`config.mk`:
```
export PLATFORM = sky130hd
export DESIGN_NAME = cic_decim_tdm
export DESIGN_NICKNAME = d
export VERILOG_FILES = /design/src/rtl/cic_decim_tdm.sv
export SDC_FILE = /design/constraint.sdc
export NUM_CORES = 1
export LEC_CHECK = 0
export ABC_AREA = 1
export CAP_MARGIN = 20
export CORE_UTILIZATION = 41
export CTS_CLUSTER_DIAMETER = 40
export DETAILED_ROUTE_END_ITERATION = 6
export GPL_TIMING_DRIVEN = 0
export PLACE_DENSITY = 0.64
export SLEW_MARGIN = 10
export SYNTH_ARGS = -nofsm -noshare
export SYNTH_HDL_FRONTEND = slang
export SYNTH_SLANG_ARGS = --single-unit
```
`constraint.sdc`:
```
create_clock -name CLK -period 12.9 [get_ports CLK]
set_input_delay 2.58 -clock CLK [delete_from_list [all_inputs] [get_ports CLK]]
set_output_delay 2.58 -clock CLK [all_outputs]
set_load 0.02 [all_outputs]
```
`src/rtl/cic_decim_tdm.sv`:
```
// Multi-channel TDM CIC decimator, D = 2^k selected at runtime, gain-compensated and saturated.
// Build option: define CIC_ROUND_EN to round half up before the gain shift (default truncates).
module cic_decim_tdm #(
  parameter  int DATA_WIDTH   = 16,
  parameter  int NUM_STAGES   = 3,
  parameter  int MAX_LOG2_DEC = 4,
  parameter  int NUM_CH       = 2,
  localparam int W            = DATA_WIDTH + NUM_STAGES * MAX_LOG2_DEC,
  localparam int CH_W         = (NUM_CH > 1) ? $clog2(NUM_CH) : 1
) (
  input  logic                         CLK,
  input  logic                         RST,
  input  logic                         cfg_load,
  input  logic [2:0]                   dec_log2,
  input  logic                         in_valid,
  input  logic [CH_W-1:0]              in_ch,
  input  logic signed [DATA_WIDTH-1:0] in_data,
  output logic                         out_valid,
  output logic [CH_W-1:0]              out_ch,
  output logic signed [DATA_WIDTH-1:0] out_data
);

  localparam logic [2:0]        K_MAX  = 3'(MAX_LOG2_DEC);
  localparam logic signed [W:0] SAT_HI = (W+1)'((1 << (DATA_WIDTH - 1)) - 1);
  localparam logic signed [W:0] SAT_LO = ~SAT_HI;

  logic [W-1:0]            r_integ [NUM_CH][NUM_STAGES];
  logic [W-1:0]            r_cdly  [NUM_CH][NUM_STAGES];
  logic [MAX_LOG2_DEC-1:0] r_phase [NUM_CH];
  logic [2:0]              r_k;
  logic                    r_s2_vld;
  logic [CH_W-1:0]         r_s2_ch;
  logic [W-1:0]            r_s2_data;

  logic                    w_in_ok;
  logic [W-1:0]            w_in_ext;
  logic [W-1:0]            w_int_nxt [NUM_STAGES];
  logic [W-1:0]            w_comb [NUM_STAGES+1];
  logic [MAX_LOG2_DEC-1:0] w_dmask;
  logic [7:0]              w_shamt;
  logic [2:0]              w_k_req;
  logic signed [W:0]       w_pre;
  logic signed [W:0]       w_shr;
  logic [DATA_WIDTH-1:0]   w_sat;

  assign w_in_ok  = in_valid && (32'(in_ch) < NUM_CH);
  assign w_in_ext = {{(W - DATA_WIDTH){in_data[DATA_WIDTH-1]}}, in_data};
  assign w_dmask  = (MAX_LOG2_DEC'(1) << r_k) - MAX_LOG2_DEC'(1);
  assign w_shamt  = 8'(r_k * NUM_STAGES);
  assign w_k_req  = (dec_log2 > K_MAX) ? K_MAX : dec_log2;

  // Integrator chain feeds each stage with the freshly updated value of the previous one.
  always_comb begin
    w_int_nxt[0] = r_integ[in_ch][0] + w_in_ext;
    for (int s = 1; s < NUM_STAGES; s++)
      w_int_nxt[s] = r_integ[in_ch][s] + w_int_nxt[s-1];
  end

  always_comb begin
    w_comb[0] = r_s2_data;
    for (int s = 0; s < NUM_STAGES; s++)
      w_comb[s+1] = w_comb[s] - r_cdly[r_s2_ch][s];
  end

  // One guard bit keeps the rounding offset from wrapping the comb result.
  always_comb begin
    w_pre = {w_comb[NUM_STAGES][W-1], w_comb[NUM_STAGES]};
`ifdef CIC_ROUND_EN
    if (w_shamt != 8'd0)
      w_pre = w_pre + ((W+1)'(1) << (w_shamt - 8'd1));
`endif
    w_shr = w_pre >>> w_shamt;
    if (w_shr > SAT_HI)
      w_sat = DATA_WIDTH'(SAT_HI);
    else if (w_shr < SAT_LO)
      w_sat = DATA_WIDTH'(SAT_LO);
    else
      w_sat = DATA_WIDTH'(w_shr);
  end

  always_ff @(posedge CLK or posedge RST) begin
    if (RST) begin
      for (int c = 0; c < NUM_CH; c++) begin
        r_phase[c] <= '0;
        for (int s = 0; s < NUM_STAGES; s++) begin
          r_integ[c][s] <= '0;
          r_cdly[c][s]  <= '0;
        end
      end
      r_k       <= '0;
      r_s2_vld  <= 1'b0;
      r_s2_ch   <= '0;
      r_s2_data <= '0;
      out_valid <= 1'b0;
      out_ch    <= '0;
      out_data  <= '0;
    end else if (cfg_load) begin
      for (int c = 0; c < NUM_CH; c++) begin
        r_phase[c] <= '0;
        for (int s = 0; s < NUM_STAGES; s++) begin
          r_integ[c][s] <= '0;
          r_cdly[c][s]  <= '0;
        end
      end
      r_k       <= w_k_req;
      r_s2_vld  <= 1'b0;
      out_valid <= 1'b0;
    end else begin
      out_valid <= r_s2_vld;
      if (r_s2_vld) begin
        out_ch   <= r_s2_ch;
        out_data <= w_sat;
        for (int s = 0; s < NUM_STAGES; s++)
          r_cdly[r_s2_ch][s] <= w_comb[s];
      end
      r_s2_vld <= 1'b0;
      if (w_in_ok) begin
        for (int s = 0; s < NUM_STAGES; s++)
          r_integ[in_ch][s] <= w_int_nxt[s];
        if (r_phase[in_ch] == w_dmask) begin
          r_phase[in_ch] <= '0;
          r_s2_vld       <= 1'b1;
          r_s2_ch        <= in_ch;
          r_s2_data      <= w_int_nxt[NUM_STAGES-1];
        end else begin
          r_phase[in_ch] <= r_phase[in_ch] + MAX_LOG2_DEC'(1);
        end
      end
    end
  end

endmodule
```
# After elaboration in Yosys (flattened, before gate mapping)
# Index checks and enable logic that the tools add are counted.
# word_totals
regBits	395
out_inout_bits	18
wordCells	95
in_bits	24
# op_classes
mul	1
reduce_logical	6
eq_ne	1
order_cmp	7
mux	44
n_addsub	8
shift	2
bitwise	5
# op_table
operator	count
168-bit bitwise mux	6
168-bit 2-to-1 mux	4
84-bit 2-to-1 mux	8
84-bit demux with 1-bit select	6
56-bit 2-to-1 mux	2
28-bit adder	3
28-bit subtractor	3
28-bit 2-to-1 mux	2
16-bit 2-to-1 mux	2
29-bit by 16-bit > comparator with 1-bit output, second input constant	1
29-bit by 16-bit < comparator with 1-bit output, second input constant	1
28-bit by 5-bit >>> shifter with 29-bit output	1
8-bit 2-to-1 mux	3
4-bit 2-to-1 mux	4
8-bit AND	1
8-bit bitwise mux	1
8-bit NOT	1
3-bit by 2-bit multiplier with 5-bit output, second input constant	1
4-bit by 1-bit adder with 4-bit output, second input constant	1
4-bit demux with 1-bit select	1
4-bit == test	1
2-bit >= comparator, second input constant	2
2-bit by 1-bit < comparator with 1-bit output, second input constant	2
1-bit 2-to-1 mux	4
other kinds (10)	13

# Longest topological paths before layout
# Gate-level depths: netlist of run 1.
# logic_depth
ltp_word	11
mapped_depth	57
mapped_depth_nobuf	53

# Worst setup path after synthesis of run 1
# Ideal clock, no wire load.
# synth_timing
kind	input to register
startpoint	input in_ch
endpoint	register r_s2_data[27]
slack_ns	4.219
setup_time_ns	0.118
stages	39
t_arrival_ns	8.564
required_ns	12.782
cell_sequence	clkbuf_1 -> clkbuf_1 -> buf_1 -> buf_1 -> nand2_1 -> o21ai_0 -> ha_1 -> nand2_1 -> nand2_1 -> a31oi_1 -> o21ai_0 -> nand3_1 -> nand2_1 -> nand2_1 -> nand2_1 -> or2_2 -> nand2_1 -> inv_1 -> [3 not listed] -> a21boi_0 -> o21ai_1 -> a21boi_0 -> o21ai_0 -> a21boi_1 -> o21ai_1 -> a21boi_1 -> o21ai_0 -> xor2_1 -> ha_1 -> nand2_1 -> nor3_1 -> a221oi_1 -> o21ai_0 -> xor2_1 -> nand3b_1 -> nand3_1 -> nand2_1
# synth_between
elab_chain_len	7
elab_cells_between_ends	12
cone_classes	add/sub (3); eq/ne (1); mux (6); bitwise (1); reduce/logical (1)
# synth_lines
item	line	source
start, declared	16	input logic [CH_W-1:0] in_ch,
1-bit NOT with 2-bit output (implied by the code) (*)	54, 56, 120	
84-bit 2-to-1 mux (implied by the code) (3 in a row)	56	w_int_nxt[s] = r_integ[in_ch][s] + w_int_nxt[s-1];
28-bit adder	54	w_int_nxt[0] = r_integ[in_ch][0] + w_in_ext;
28-bit adder (2 in a row)	56	
end signal, assigned	124	r_s2_data <= w_int_nxt[NUM_STAGES-1];
end, declared	33	logic [W-1:0] r_s2_data;
# Mark *: on every way between the ends. The rest lies on a longest branch, timed or not. The select of a mux whose other input is x is not followed.
# A chain may end at the register's enable or synchronous reset.

# Worst setup path in the final report of run 1
# Ends and elaborated chain as after synthesis.

==> results of run 1 <==
-- cells in the mapped netlist, types with 14 or more instances --
cell,n
buf_1,14
nand2_1,778
nand3_1,256
o21ai_0,447
a21oi_1,163
a31oi_1,16
o22ai_1,163
dfrtp_1,395
inv_1,531
clkbuf_1,120
xor2_1,112
xnor2_1,27
nor2_1,98
or2_2,15
ha_1,170
nand2_2,24
nand3_2,20
a21boi_1,16
o21ai_1,29
-- how the worst max path moves through the flow --
stage               start                   endpoint  slack, ns  cells past startpoint
floorplan           in_ch  r_s2_data[27]$_DFFE_PP0P_       4.22                     39
global placement    in_ch  r_s2_data[27]$_DFFE_PP0P_       1.95                     36
detailed placement  in_ch  r_s2_data[27]$_DFFE_PP0P_       1.91                     39
CTS                 in_ch  r_s2_data[27]$_DFFE_PP0P_       2.48                     39
global route        in_ch  r_s2_data[27]$_DFFE_PP0P_       1.90                     39
finish              in_ch  r_s2_data[27]$_DFFE_PP0P_       2.55                     39
-- critical path: cells and delay by family --
family	cells	cell delay, ns
simple gates	12	1.38
buf+inv	5	2.08
fa+ha+maj	3	0.96
compound gates	17	3.28
xor+xnor	2	0.50
-- metrics by stage --
stage          hold slack, ns  instance area, µm²  util (%)  instances
6_report                0.481               30900      48.0       4590
5_1_grt                 0.501               30900      48.0       4589
4_1_cts                 0.481               30900      48.0       4589
3_5_place_dp            0.467               28300      44.0       4462
3_3_place_gp            0.463               28100      43.6       4451
2_1_floorplan           0.448               26600         -       3557
-- state kept, by name, indices dropped and copies added (netlist names) --
register	cells
r_s2_vld	1
r_k	3
out_valid	1
r_s2_ch	1
out_ch	1
out_data	16
r_cdly	168
r_phase	8
r_s2_data	28
r_integ	168
-- final cells by class --
cell class | instances | area (µm²)
Clock buffer | 82 | 1930
Clock inverter | 45 | 648
Inverter | 541 | 2040
Tap cell | 855 | 1070
Sequential cell | 395 | 9880
Fill cell | 6329 | 33500
Buffer | 151 | 653
Timing Repair Buffer | 50 | 611
Multi-Input combinational cell | 2470 | 14000
Antenna cell | 1 | 2.50
-- metal layers --
metal  up-vias  part of all wire, %
met1     11350                   44
li1      12012                    -
met5         -                    0
met2       659                   47
met4         0                  3.0
met3       128                  5.6
-- cells by family (layout without fill, tap and decap cells) --
group / after synthesis / after routing
and+or+nand+nor: 1242 / 1242
buffers and inverters: 692 / 869
muxes: 1 / 1
adders and majority gates: 177 / 177
DFF: 395 / 395
xor gates and xnor gates: 139 / 139
other: 0 / 1
AOI/OAI and AO/OA: 911 / 911
==> results.ini, run 1 <==
[run_status]
outcome = finished, final reports clean

[setup_path]
cp_data_arrival_time_ns = 10.84
critical_path_class = primary input to flop
worstPathRequired_ns = 13.38
regToRegStartpoint = r_s2_ch$_DFFE_PP0P_
crit_top_cell = nand2_1
timing.reg2reg.setup_slack_ns = 3.51
reg2reg_to = out_data[8]$_DFFE_PP0P_
r2r_cells = 51
end_kind = flop
slowest_stage = clkbuf_1
startpoint_type = primary input
cp_max_fo = 10
cpPeakStageDelay_ns = 0.59

[global_route]
top_usage_layer = met2
grt_pass1_vias = 23842
met3_usage_pct = 3.37
grt.total_usage_pct = 23.2
met1_usage_pct = 30.6
grt_overflow = 0
grt_max_degree = 40
antenna_found_initial = 0
grt_pass1_wl_um = 124000
grt_util_met2_pct = 39.0

[logic_synthesis]
yosysUniqueCellTypes = 62
yosys.area_share.simple_pct = 20.3
synth_edf_count = 0
synthMuxAreaShare_pct = 0.0376
synth_xor_area_share_pct = 4.57
yosysTopAreaCellShare_pct = 37.1
synth-adder-area-share_pct = 8.52
syn_inst = 3557
post_synth.cell_area_avg_um2 = 7.48
yosysTopAreaCell = dfrtp_1
syn-num-nets = 3758
yosysSeqAreaShare_pct = 37.1
yosysWarnings = 0
ys.flop_type = dfrtp_1
synth_async_sr_flop_share_pct = 100
synth_compound_area_share_pct = 19.3
syn_area_um2 = 26600
synth.area.top_cells = dfrtp_1 (37%), nand2_1 (11%), o21ai_0 (8.4%)
ys_ff_latch = 395
synth_top_family_by_area = simple AND/OR/NAND/NOR gates

[place]
numPortBuffers = 39
post-place-ws_ns = 1.91
place.gp.congestion = 0.921
hpwl_um = 58200

[timing]
relSlewSlack_pct = 40.4
setup_slack_ns = 2.55
fmax_mhz = 96.6
clock_skew_ns = 0.0383
setup_viol_count_final = 0
setup-tns-final_ns = 0
period_share_pct = 80.3
final_max_slew_viol_count = 0
period_needed_ns = 10.35
tightestPinTransition_ns = 0.894
rsz0062_at_grt = false
hold_viol = 0

[drt]
ant_nets = 0
dr_total_vias = 24149
drt-initial-drc-count = 1918
vias_per_cell = 5.26
routed_wl_um = 75600
wl_per_cell_um = 16.5
first_pass_iters = 6
drc = 0

[cts]
cts_buffers = 72
root_buffer = clkbuf_16
hold_buffers = 0
clockBufferDepth = 3
htreeDepth = 3
path_clk_slew_ns = 0.05
cts_resized = 0
clock_latency_ns = 0.62
post_cts_buffers = 0
cts.sinks = 395
tritoncts = built

[finish]
layout_common_cells = nand2_1 (778), inv_1 (530), o21ai_0 (447)
drive_above_1_share_pct = 7.10
final_common_cell = nand2_1
syn_to_final_growth_pct = 16.0
finalNetCount = 3882

[worst_hold_path]
worstHoldPathType = flop to flop
worstHoldStart = r_integ[2]$_DFFE_PP0P_
holdPathEnd = r_integ[2]$_DFFE_PP0P_
hold_depth = 2

[floorplan]
die_area_um2 = 65900
die_w_um = 257
rows = 93
die_y_um = 257
initial_core_util_pct = 41.4
ios = 42
coreArea_um2 = 64300

[run]
max_cap_viol_count = 0

Power of run 1 is not shown: default switching activity piles up to over one toggle a cycle in this logic, so the estimate is an artifact.
==> run 2, diff against run 1 <==
==> constraint.sdc (replaced) <==
create_clock -name CLK -period 8.3 [get_ports CLK]
set_input_delay 1.66 -clock CLK [delete_from_list [all_inputs] [get_ports CLK]]
set_output_delay 1.66 -clock CLK [all_outputs]
set_load 0.02 [all_outputs]
==> run 2 against run 1 <==
Die area unchanged. Via count grew 0.75%. Non-clock buffer count rose by 26. Critical endpoint unchanged. Flip-flop and latch count is the same. Routed wire length grew 1.4%. Clock skew about the same. Register-to-register slack lost 3.0 ns. First-iteration DRC count decreased by 3.6%.
==> results.ini, run 2 (synthesis gave the netlist of run 1 again) <==
[floorplan]
die_y_um = 257  ; unchanged
die_w_um = 257  ; unchanged
die_area_um2 = 65900  ; unchanged
initial_core_util_pct = 41.4  ; unchanged
rows = 93  ; unchanged
ios = 42  ; unchanged
coreArea_um2 = 64300  ; unchanged

[drt]
wl_per_cell_um = 16.6  ; +0.82%
first_pass_iters = 5  ; -1
met3WireLength_um = 4220  ; -1.1%
drc = 0  ; unchanged
routed_wl_um = 76700  ; +1.4%
route.top_layer_used = met4
drt-initial-drc-count = 1849  ; -3.6%
dr_total_vias = 24329  ; +0.75%
met1Wirelength_um = 33700  ; +0.83%
routed-wl-met2_um = 36300  ; +1.7%
vias_per_cell = 5.27  ; +0.20%
ant_nets = 0  ; unchanged

[finish]
diodes = 0  ; -1
layout_common_cells = nand2_1 (771), inv_1 (529), o21ai_0 (438)
final-instance-count-excl-fill = 4615  ; +0.54%
final_common_cell = nand2_1
syn_to_final_growth_pct = 19.1
finalNetCount = 3908  ; +0.67%
top_regs = r_cdly (168), r_integ (168), r_s2_data (28)
drive_above_1_share_pct = 10.4  ; +3.3 points

[setup_path]
cp_max_fo = 10  ; unchanged
cp_data_arrival_time_ns = 8.35  ; -2.49 ns
slowest_stage = ha_1
worstPathRequired_ns = 8.79  ; -4.59 ns
startpoint_type = primary input
critical_path_class = primary input to flop
end_kind = flop
cpPeakStageDelay_ns = 0.35  ; -0.24 ns
crit_top_cell = nand2_1

[global_route]
grt_max_degree = 40  ; unchanged
grt.total_usage_pct = 23.3  ; +0.045 points
grt_overflow = 0  ; unchanged
antenna_found_initial = 0  ; unchanged
grt_pass1_wl_um = 125000  ; +0.24%
grt_pass1_vias = 23914  ; +0.30%

[cts]
cts.sinks = 395  ; unchanged
clockBufferDepth = 3  ; unchanged
cts_buffers = 72  ; unchanged
root_buffer = clkbuf_16
hold_buffers = 0  ; unchanged
tritoncts = built
clock_latency_ns = 0.62  ; about the same
path_clk_slew_ns = 0.05  ; about the same
htreeDepth = 3  ; unchanged

[place]
numPortBuffers = 39  ; unchanged
dp.cells = 4462  ; unchanged
hpwl_um = 58200  ; unchanged
place.gp.congestion = 0.921  ; unchanged

[timing]
clock_skew_ns = 0.0386  ; +0.000356 ns
hold_viol = 0  ; unchanged
tightestPinTransition_ns = 0.909  ; +0.0143 ns
fmax_mhz = 127
relSlewSlack_pct = 39.4  ; -0.95 points
setup_viol_count_final = 0  ; unchanged
period_needed_ns = 7.86
period_share_pct = 94.7
final_max_slew_viol_count = 0  ; unchanged

[worst_hold_path]
worstHoldPathType = flop to flop

[run]
max_cap_viol_count = 0  ; unchanged

[run_status]
outcome = finished, final reports clean

run 2: cell count changes in the layout (fill, tap and decap cells not counted), moves of 9 or more:
| cell | delta |
|---|---|
| buf_4 | +26 |
| a21boi_2 | +11 |
| ha_1 | -12 |
| nor2_1 | -9 |
| o21ai_0 | -9 |
| clkbuf_1 | -9 |
| nand3_1 | -10 |
run 2: routing by layer:
metal	GRT usage, %	vias to the layer above
met1	30.6	11497
li1	-	12061
met5	0	-
met3	3.35	137
met2	39.2	634
met4	7.59	0
run 2: worst max-delay path, delay by kind of cell:
family | cells | cell delay (ns)
fa+ha+maj | 3 | 0.98
compound gates | 16 | 2.74
buf+inv | 5 | 1.04
simple gates | 13 | 1.42
xor+xnor | 2 | 0.48
run 2: metrics by stage:
step                      utilization (%)  instance area [µm²]  setup TNS [ns]  setup slack (ns)  hold WS [ns]
after floorplan                         -                26600               0             0.539         0.448
after global placement               43.6                28100         -619.19             -1.73         0.463
after detailed placement             44.0                28300          -46.62             -1.77         0.467
after CTS                            48.2                31000               0           0.00465         0.481
after global routing                 49.3                31700          -0.887           -0.0945         0.501
final                                49.3                31700               0             0.436         0.481
run 2: final cells by class:
cell class              instances  area [µm²]
fillers                      6242       32600
multi-input cells            2470       14600
flip-flops and latches        395        9880
inverters                     541        2040
clock buffers                  82        1930
well taps                     855        1070
repair buffers                 76         823
plain buffers                 151         689
clock inverters                45         648
run 2: what timing repair did:
item	4_1_cts	5_1_grt
setup buffers	4	21
pin swaps	5	43
cloned	0	1
endpoints found under the setup margin	40	29
resized for setup	37	108
run 2: worst paths after layout:
| path | from | endpoint | slack (ns) | cells past startpoint |
|---|---|---|---|---|
| max | in_ch | r_s2_data[27]$_DFFE_PP0P_ | 0.44 | 39 |
| min | r_integ[1]$_DFFE_PP0P_ | r_integ[1]$_DFFE_PP0P_ | 0.48 | 2 |
| max reg2reg | r_s2_ch$_DFFE_PP0P_ | out_data[9]$_DFFE_PP0P_ | 0.48 | 53 |
| min reg2reg | r_integ[1]$_DFFE_PP0P_ | r_integ[1]$_DFFE_PP0P_ | 0.48 | 2 |
| max in group asynchronous | RST | out_data[2]$_DFFE_PP0P_ | 5.45 | 6 |
| min in group asynchronous | RST | r_integ[56]$_DFFE_PP0P_ | 1.48 | 2 |
Power of run 2 is left out for the same reason.
==> run 3, diff against run 2 <==
--- a/config.mk
+++ b/config.mk
@@ -11,7 +11,7 @@
 export CTS_CLUSTER_DIAMETER = 40
 export DETAILED_ROUTE_END_ITERATION = 6
 export GPL_TIMING_DRIVEN = 0
-export PLACE_DENSITY = 0.64
+export PLACE_DENSITY = 0.62
 export SLEW_MARGIN = 10
 export SYNTH_ARGS = -nofsm -noshare
 export SYNTH_HDL_FRONTEND = slang
==> constraint.sdc (replaced) <==
create_clock -name CLK -period 9.36 [get_ports CLK]
set_input_delay 1.872 -clock CLK [delete_from_list [all_inputs] [get_ports CLK]]
set_output_delay 1.872 -clock CLK [all_outputs]
set_load 0.02 [all_outputs]
==> run 3 against run 2 <==
Routed wire length is 0.60% higher. Sequential share of layout area grew 0.76 points. Clock skew increased by 0.0056 ns. Critical path type is now flop to flop. Critical path depth is 12 higher. Design area down 2.4%. Utilization down 1.2 points. Via count fell by 0.82%.
==> results.ini, run 3 (synthesis gave the netlist of run 1 again) <==
[floorplan]
initial_core_util_pct = 41.4  ; unchanged
die_y_um = 257  ; unchanged
die_w_um = 257  ; unchanged
die_area_um2 = 65900  ; unchanged
coreArea_um2 = 64300  ; unchanged
ios = 42  ; unchanged
rows = 93  ; unchanged

[cts]
htreeDepth = 3  ; unchanged
cts_buffers = 76  ; +5.6%
clockBufferDepth = 3  ; unchanged
clock_latency_ns = 0.63  ; about the same
root_buffer = clkbuf_16
tritoncts = built
path_clk_slew_ns = 0.06  ; about the same
cts.sinks = 395  ; unchanged

[drt]
dr_total_vias = 24129  ; -0.82%
ant_nets = 0  ; unchanged
first_pass_iters = 6  ; +1
routed_wl_um = 77100  ; +0.60%
wl_per_cell_um = 16.8  ; +0.95%
vias_per_cell = 5.25  ; -0.48%
drc = 0  ; unchanged
drt-initial-drc-count = 1819  ; -1.6%

[setup_path]
slowest_stage = fa_1
cp_max_fo = 10  ; unchanged
timing.reg2reg.setup_slack_ns = 0.80  ; +0.32 ns
r2r_cells = 51  ; -3.8%
cp_data_arrival_time_ns = 9.05  ; +0.70 ns
critical_path_class = flop to flop
reg2reg_to = out_data[2]$_DFFE_PP0P_
cpPeakStageDelay_ns = 0.41  ; +0.06 ns
crit_family = simple AND/OR/NAND/NOR gates
regToRegStartpoint = r_s2_ch$_DFFE_PP0P_
startpoint_type = flop
end_kind = flop
worstPathRequired_ns = 9.85  ; +1.06 ns
critPathBufInv = 9  ; +4

[timing]
period_share_pct = 91.5
period_needed_ns = 8.56
hold_viol = 0  ; unchanged
setup_viol_count_final = 0  ; unchanged
relSlewSlack_pct = 38.4  ; -1.1 points
final_max_slew_viol_count = 0  ; unchanged
tightestPinTransition_ns = 0.925  ; +0.0159 ns
fmax_mhz = 117
clock_skew_ns = 0.0442  ; +0.00558 ns
fin_hold_ws_ns = 0.480  ; -0.00129 ns
rsz0062_at_grt = false

[finish]
final_common_cell = nand2_1
top_regs = r_cdly (168), r_integ (168), r_s2_data (28)
layout_common_cells = nand2_1 (778), inv_1 (530), o21ai_0 (446)
drive_above_1_share_pct = 7.75  ; -2.7 points
diodes = 0  ; unchanged
final_area_um2 = 31000  ; -2.4%
finalNetCount = 3888  ; -0.51%
syn_to_final_growth_pct = 16.3
final-instance-count-excl-fill = 4599  ; -0.35%

[run_status]
outcome = finished, final reports clean

[worst_hold_path]
hold_depth = 2  ; unchanged
worstHoldStart = r_integ[23]$_DFFE_PP0P_
holdPathEnd = r_integ[23]$_DFFE_PP0P_
worstHoldPathType = flop to flop

[global_route]
grt.total_usage_pct = 23.7  ; +0.37 points
antenna_found_initial = 0  ; unchanged
grt_pass1_wl_um = 126000  ; +0.79%
grt_pass1_vias = 23816  ; -0.41%
grt_overflow = 0  ; unchanged
grt_max_degree = 38  ; -5.0%

[place]
numPortBuffers = 39  ; unchanged
dp.cells = 4463  ; +0.022%
hpwl_um = 59500  ; +2.2%
place_area_um2 = 28300  ; about the same
place.gp.congestion = 0.921  ; about the same

[run]
max_cap_viol_count = 0  ; unchanged

## run 3: cell types whose count changed in the layout (fill, tap and decap cells not counted), sizes merged
cell,delta
inv,+1
clkbuf,+9
buf,-23
clkinv,+4
clkinvlp,-1
bufinv,-6
## run 3: repair_timing
item,CTS,global route
setup buffers,0,2
gates cloned,0,0
endpoints found under the setup margin,13,25
pin swaps,0,2
resized for setup,2,32
hold buffers,0,0
## run 3: worst max-delay path by stage
| stage | start | slack, ns | to | cells after the start |
|---|---|---|---|---|
| 2_1_floorplan | in_ch | 1.39 | r_s2_data[27]$_DFFE_PP0P_ | 39 |
| 3_3_place_gp | in_ch | -1.00 | r_s2_data[27]$_DFFE_PP0P_ | 39 |
| 3_5_place_dp | in_ch | -1.02 | r_s2_data[27]$_DFFE_PP0P_ | 39 |
| 4_1_cts | r_s2_ch$_DFFE_PP0P_ | 0.11 | out_data[2]$_DFFE_PP0P_ | 51 |
| 5_1_grt | r_s2_ch$_DFFE_PP0P_ | 0.002 | out_data[2]$_DFFE_PP0P_ | 51 |
| 6_report | r_s2_ch$_DFFE_PP0P_ | 0.80 | out_data[2]$_DFFE_PP0P_ | 51 |
## run 3: worst min-delay path: cells and delay by family, from the launching register on
kind	cells	cell delay [ns]
AOI/OAI and AO/OA	1	0.05
DFF	1	0.34
and+or+nand+nor	1	0.05
## run 3: metrics by stage
step | TNS (ns) | worst slack [ns] | utilization [%]
2_1_floorplan | 0 | 1.39 | -
3_3_place_gp | -252.74 | -1.00 | 43.6
4_1_cts | 0 | 0.113 | 47.9
6_report | 0 | 0.796 | 48.1
5_1_grt | 0 | 0.00248 | 48.1
3_5_place_dp | -7.66 | -1.02 | 44.0
## run 3: final cells by class
class / count / area [µm²]
clock buffers: 92 / 2050
repair buffers: 53 / 653
well taps: 855 / 1070
plain buffers: 150 / 663
inverters: 541 / 2040
clock inverters: 43 / 483
flip-flops and latches: 395 / 9880
multi-input cells: 2470 / 14100
fillers: 6432 / 33400
## run 3: layer usage
metal | track usage [%] | vias to the layer above | part of all wire, %
li1 | - | 12025 | -
met1 | 30.6 | 11350 | 44
met2 | 39.5 | 604 | 47
met4 | 9.14 | 0 | 3.7
met3 | 3.76 | 150 | 5.5
met5 | 0 | - | 0
Power of run 3 is left out for the same reason.
